File: config.mk
export PLATFORM = sky130hd
export DESIGN_NAME = jtcontra_rom_sched
export DESIGN_NICKNAME = d
export VERILOG_FILES = /design/src/rtl/jtcontra_rom_sched.sv
export SDC_FILE = /design/constraint.sdc
export NUM_CORES = 1
export LEC_CHECK = 0
export ABC_AREA = 1
export CAP_MARGIN = 20
export CORE_MARGIN = 5
export CORE_UTILIZATION = 42
export DETAILED_ROUTE_END_ITERATION = 6
export GPL_ROUTABILITY_DRIVEN = 1
export GPL_TIMING_DRIVEN = 0
export PLACE_DENSITY = 0.82
export SYNTH_ARGS = -nofsm -noshare
export SYNTH_HDL_FRONTEND = slang
export SYNTH_SLANG_ARGS = --single-unit
File: constraint.sdc
create_clock -name clk -period 2.24 [get_ports clk]
set_input_delay 0.672 -clock clk [delete_from_list [all_inputs] [get_ports clk]]
set_output_delay 0.672 -clock clk [all_outputs]
set_load 0.01 [all_outputs]
File: src/rtl/jtcontra_rom_sched.sv
// Four-slot SDRAM read scheduler. Slots are granted round-robin. Each
// transaction runs through request/ack and data phases, and the result is
// returned as a one-cycle slot_ok pulse. The data phase is bounded by a
// timeout, and the downloading input can abort a transaction at any time.
module jtcontra_rom_sched #(
  parameter int AW   = 22,
  parameter int TOUT = 63
) (
  input  logic          clk,
  input  logic          rst,
  input  logic [3:0]    slot_req,
  input  logic [AW-1:0] slot0_addr,
  input  logic [AW-1:0] slot1_addr,
  input  logic [AW-1:0] slot2_addr,
  input  logic [AW-1:0] slot3_addr,
  output logic [3:0]    slot_ok,
  output logic [31:0]   dout,
  output logic          sdram_req,
  output logic [AW-1:0] sdram_addr,
  input  logic          sdram_ack,
  input  logic          data_rdy,
  input  logic [31:0]   data_read,
  input  logic          downloading,
  output logic          refresh_en,
  output logic          tout_err
);

  localparam int CW = $clog2(TOUT + 1);

  typedef enum logic [1:0] {IDLE, WAIT_ACK, WAIT_DATA} state_t;

  state_t          state_q, state_d;
  logic [1:0]      last_grant_q, last_grant_d;
  logic [1:0]      grant_q, grant_d;
  logic            sdram_req_q, sdram_req_d;
  logic [AW-1:0]   sdram_addr_q, sdram_addr_d;
  logic [31:0]     dout_q, dout_d;
  logic [3:0]      slot_ok_q, slot_ok_d;
  logic            tout_err_q, tout_err_d;
  logic [CW-1:0]   cnt_q, cnt_d;

  logic [AW-1:0]   slot_addr [4];
  logic [3:0]      eligible;
  logic            found;
  logic [1:0]      pick;
  logic            timeout_hit;

  assign slot_addr[0] = slot0_addr;
  assign slot_addr[1] = slot1_addr;
  assign slot_addr[2] = slot2_addr;
  assign slot_addr[3] = slot3_addr;

  // A slot that is receiving its slot_ok pulse may still show its old
  // request, so it is excluded for that one cycle to avoid re-serving it.
  assign eligible    = slot_req & ~slot_ok_q;
  assign timeout_hit = (cnt_q == CW'(TOUT - 1));

  // Round-robin search that starts one past the last granted slot
  always_comb begin
    found = 1'b0;
    pick  = last_grant_q;
    for (int i = 1; i <= 4; i++) begin
      if (!found && eligible[last_grant_q + 2'(i)]) begin
        found = 1'b1;
        pick  = last_grant_q + 2'(i);
      end
    end
  end

  // State and datapath registers with synchronous reset
  always_ff @(posedge clk) begin
    if (rst) begin
      state_q      <= IDLE;
      last_grant_q <= 2'd3;
      grant_q      <= 2'd0;
      sdram_req_q  <= 1'b0;
      sdram_addr_q <= '0;
      dout_q       <= '0;
      slot_ok_q    <= '0;
      tout_err_q   <= 1'b0;
      cnt_q        <= '0;
    end else begin
      state_q      <= state_d;
      last_grant_q <= last_grant_d;
      grant_q      <= grant_d;
      sdram_req_q  <= sdram_req_d;
      sdram_addr_q <= sdram_addr_d;
      dout_q       <= dout_d;
      slot_ok_q    <= slot_ok_d;
      tout_err_q   <= tout_err_d;
      cnt_q        <= cnt_d;
    end
  end

  // Next-state logic; downloading overrides every state
  always_comb begin
    state_d = state_q;
    if (downloading) begin
      state_d = IDLE;
    end else begin
      case (state_q)
        IDLE:      if (found) state_d = WAIT_ACK;
        WAIT_ACK:  if (sdram_ack) state_d = WAIT_DATA;
        WAIT_DATA: if (data_rdy || timeout_hit) state_d = IDLE;
        default:   state_d = IDLE;
      endcase
    end
  end

  // Per-state register updates: grant latch, handshake, data capture, timeout
  always_comb begin
    last_grant_d = last_grant_q;
    grant_d      = grant_q;
    sdram_req_d  = sdram_req_q;
    sdram_addr_d = sdram_addr_q;
    dout_d       = dout_q;
    slot_ok_d    = '0;
    tout_err_d   = tout_err_q;
    cnt_d        = cnt_q;
    if (downloading) begin
      sdram_req_d = 1'b0;
    end else begin
      case (state_q)
        IDLE: begin
          if (found) begin
            grant_d      = pick;
            last_grant_d = pick;
            sdram_addr_d = slot_addr[pick];
            sdram_req_d  = 1'b1;
          end
        end
        WAIT_ACK: begin
          if (sdram_ack) begin
            sdram_req_d = 1'b0;
            cnt_d       = '0;
          end
        end
        WAIT_DATA: begin
          cnt_d = cnt_q + 1'b1;
          if (data_rdy) begin
            dout_d             = data_read;
            slot_ok_d[grant_q] = slot_req[grant_q];
          end else if (timeout_hit) begin
            tout_err_d = 1'b1;
          end
        end
        default: begin
          sdram_req_d = 1'b0;
        end
      endcase
    end
  end

  // Output drive; refresh is allowed whenever the bus is idle and unwanted
  always_comb begin
    sdram_req  = sdram_req_q;
    sdram_addr = sdram_addr_q;
    dout       = dout_q;
    slot_ok    = slot_ok_q;
    tout_err   = tout_err_q;
    refresh_en = (state_q == IDLE) && ((slot_req == 4'b0000) || downloading);
  end

endmodule

==> results.md <==
- Clock tree synthesis inserted a total of 9 buffers.
- The top-level port count is 190.
- Once detail routing completed, the nets flagged for antenna violations numbered 0.
- The half-perimeter wire length after detailed placement is 11.5 mm.
- Data on the critical path is required at its endpoint by 2480 ps.
- Measured along the x axis, the die boundary spans 109 um.
- The clock sink count is 72.
- The sequential cell area is 0.00144 mm^2.
- Of the cells placed in the final design, the portion with a size suffix greater than 1 is 9.40%.
- Setup slack closes at 112 ps.
- A synthesized cell averages 6.43 um^2.
- The initial antenna violation count came to 1.
- The worst slack after detailed placement is -612 ps.
- Across the routed clock network, the largest skew measured is 8.10 ps.
- The total nets after synthesis is 769.
- Global routing used 24.2% of the available tracks across all layers.
- The dominant register cell in the synthesized netlist is sky130_fd_sc_hd__dfxtp_1.
- The flow ran to the end, and the final reports show no timing, DRC or antenna violations.
- The part of the Yosys area used for sequential elements is 35.4%.
- After detailed routing, the number of vias per cell comes to 4.96.
- The highest ir drop seen on vdd is 0.000618 V.
- The mapped netlist covers 0.00408 mm^2.
- The number of detailed-route iterations in the first pass is 5.
- Entering global routing, the biggest net connects 13 pins.
- The number of warnings printed during yosys synthesis is 0.
- The total instance count after detailed placement is 955.
- Buffers placed on the I/O ports in this run total 188.
- In the finished design, the share of the clock period the worst path needs comes to 95.0%.
- The total wire length after detailed routing is 14.4 mm.
- By count the netlist is led by sky130_fd_sc_hd__nor2_1, sky130_fd_sc_hd__nand2_1, sky130_fd_sc_hd__dfxtp_1.
- The number of global-route vias before repair is 4829.
- The total count of max-transition violations in the final report is 0.
- In this run the number of H-tree levels came out at 3.
- The number of buffers on the longest clock path is 2.
- By area the synthesized netlist is led by sky130_fd_sc_hd__dfxtp_1, sky130_fd_sc_hd__nor2_1, sky130_fd_sc_hd__nand2_1, sky130_fd_sc_hd__nand3_1, sky130_fd_sc_hd__inv_1.
- After clock tree synthesis, the clock-pin slew on the worst setup and hold paths is 80 ps.
- In this run the static leakage power is 2.90 nW.
- The first-iteration detailed-routing DRC count is 315.
- Setup repair after global routing left no endpoint under its margin.
- The kind of end point of the critical path is a flip-flop.
- The number of endpoints with negative hold slack in the final report is 0.
- The endpoint arrival time on the critical path is 2370 ps.
- The multi-input logic area is 0.00222 mm^2.
- The startpoint type of the worst setup path is an input pin.
- For this run, design rule violations remaining after detail routing come to 0.
- The via count of the routed design is 4834.
- The proportion of register bits with asynchronous set or reset after synthesis is 0%.
- For this configuration, the core starts out at a cell density of 42.3%.
- The die height is 109 um.
- The areal power density over the cells is 930 mW/mm^2.
- For the pin with the worst max-slew slack, the measured transition is 547 ps.
- The synthesized design contains 0 enable-type register cells.
- Routability-driven placement finished with a final weighted congestion of 0.940.
- The worst slew slack as a fraction of its limit is 63.5%.
- Setup violations remaining at the end of the flow were counted as 0.
- The min-delay analysis places its worst path in the category reg2reg.
- The max-capacitance violation count is 0.
- The global-route wire length before repair is 22.7 mm.
- The cell chosen for the clock root is sky130_fd_sc_hd__clkbuf_8.
- The total overflow left after global routing is 0.
- In the post-synthesis netlist, the cell with the most instances is sky130_fd_sc_hd__nor2_1.
- The clock tree from TritonCTS is yes.
- Excluding fillers, the count of instances in the completed layout stands at 974.
- Counting distinct cell types in the post-synthesis netlist gives 33.
- The number of flip-flops and latches in the synthesized netlist is 72.
- The die covers 0.0118 mm^2.
- The clock latency reported for the late side of the worst-skew pair is 350 ps.
- The minimum period implied by the final worst setup slack is 2130 ps.
- The largest area contributor in the netlist is sky130_fd_sc_hd__dfxtp_1.
- The initialized floorplan defines 36 standard-cell rows.
- For this run, the top clock speed supported by timing is 470 MHz.
- The critical setup path kind is in2reg.
- The total core area is 0.00964 mm^2.
- The number of hold buffers added after CTS was 0.
- In this run the worst path has a maximum fanout of 10.
- Summed over its instances, the top area cell type makes up 35.4% of the synthesized netlist area.
- After detailed routing, the average wire length per cell comes to 14.8 um.
- The area overhead of the layout relative to synthesis is 56.8%.
- For this run, the post-layout net count is 970.
- After filler insertion, the fill cell instance count of the layout stands at 849.
- The synthesized instance count is 634.
-- sequential cells by signal (all words and copies together) (netlist names) --
| register | count |
|---|---|
| sdram_addr | 22 |
| slot_ok | 4 |
| tout_err | 1 |
| sdram_req | 1 |
| state_q | 2 |
| last_grant_q | 2 |
| cnt_q | 6 |
| dout | 32 |
| grant_q | 2 |
-- critical path: stages --
cell and delay (ps):
sky130_fd_sc_hd__dlygate4sd2_1 310, sky130_fd_sc_hd__nand3_2 120, sky130_fd_sc_hd__nand2_1 100, sky130_fd_sc_hd__nand2_1 90, sky130_fd_sc_hd__nand2_4 140, sky130_fd_sc_hd__nand4_4 150
sky130_fd_sc_hd__nand2_4 170, sky130_fd_sc_hd__clkbuf_4 230, sky130_fd_sc_hd__nor2_1 60, sky130_fd_sc_hd__nor3_1 270, sky130_fd_sc_hd__nor2_1 80
-- logic make-up (layout without fill, tap and decap cells) --
| kind of cell | count (synthesis) | after routing | share of synthesized area [%] |
|---|---|---|---|
| AO/OA/AOI/OAI | 50 | 50 | 6.69 |
| XOR/XNOR | 1 | 1 | 0.215 |
| adder cells (fa/ha/maj) | 6 | 6 | 1.84 |
| buffers and inverters | 99 | 305 | 10.7 |
| flip-flops | 72 | 72 | 35.4 |
| other | 0 | 1 | 0 |
| AND/OR/NAND/NOR | 406 | 406 | 45.2 |
-- final timing paths --
path                                      start             to  slack (ps)  cells past startpoint
worst max-delay path                slot_req[1]  sdram_addr[1]         110                     11
worst min-delay path                  sdram_req      sdram_req         460                      2
worst max register to register  last_grant_q[0]  sdram_addr[1]         130                     13
worst min register to register        sdram_req      sdram_req         460                      2
-- timing repair --
action | 4_1_cts | 5_1_grt
resized for setup | 13 | 15
pin swaps | 0 | 3
buffers inserted | 0 | 2
endpoints found under the setup margin | 27 | 55
-- power by group --
part / switching (mW) / internal, mW / total (mW)
clock network: 0.493 / 0.663 / 1.16
logic: 1.93 / 1.29 / 3.22
registers: 0.111 / 1.46 / 1.57
total: 2.53 / 3.41 / 5.95
-- final cells by class --
type / instances / area share (%)
flip-flops and latches: 72 / 22.6
well taps: 133 / 2.60
clock inverters: 4 / 1.19
multi-input cells: 463 / 34.8
plain buffers: 33 / 3.13
clock buffers: 12 / 2.27
inverters: 66 / 3.92
repair buffers: 190 / 29.5
diodes: 1 / 0.0392
-- stage by stage --
stage          power [mW]  TNS (ps)  hold WS [ps]  area [um^2]  util [%]
2_1_floorplan        3.61         0           462         4080         -
3_3_place_gp         4.61    -19250           446         6120      63.5
3_5_place_dp         4.70    -22990           451         6120      63.5
4_1_cts              5.86         0           467         6350      65.8
5_1_grt              6.39         0           483         6390      66.3
6_report             5.95         0           465         6390      66.3
-- metal layers --
layer / global-route usage [%] / wire length, um / share of wire [%]
met5: 0 / 0 / 0
met4: 8.75 / 340 / 2.4
met3: 10.7 / 1660 / 12
met2: 42.2 / 6920 / 48
met1: 25.8 / 5500 / 38
-- cell usage in the layout (no fill, tap or decap), drive strengths merged --
cell and n:
nor3 17, bufinv 2, a31oi 1, nor4 1, o21ai 38, nand3 68, xor2 1, clkinvlp 1
nor3b 3, o2111a 1, dlygate4sd2 3, nor2 164, a211oi 1, a21oi 6, buf 18, inv 67
clkdlybuf4s50 182, clkdlybuf4s15 1, clkbuf 31, o211ai 2, dfxtp 72, nand4 15, a41oi 1, nand2 138
diode 1, ha 6
No activity file was read; power rests on OpenSTA's default activity.
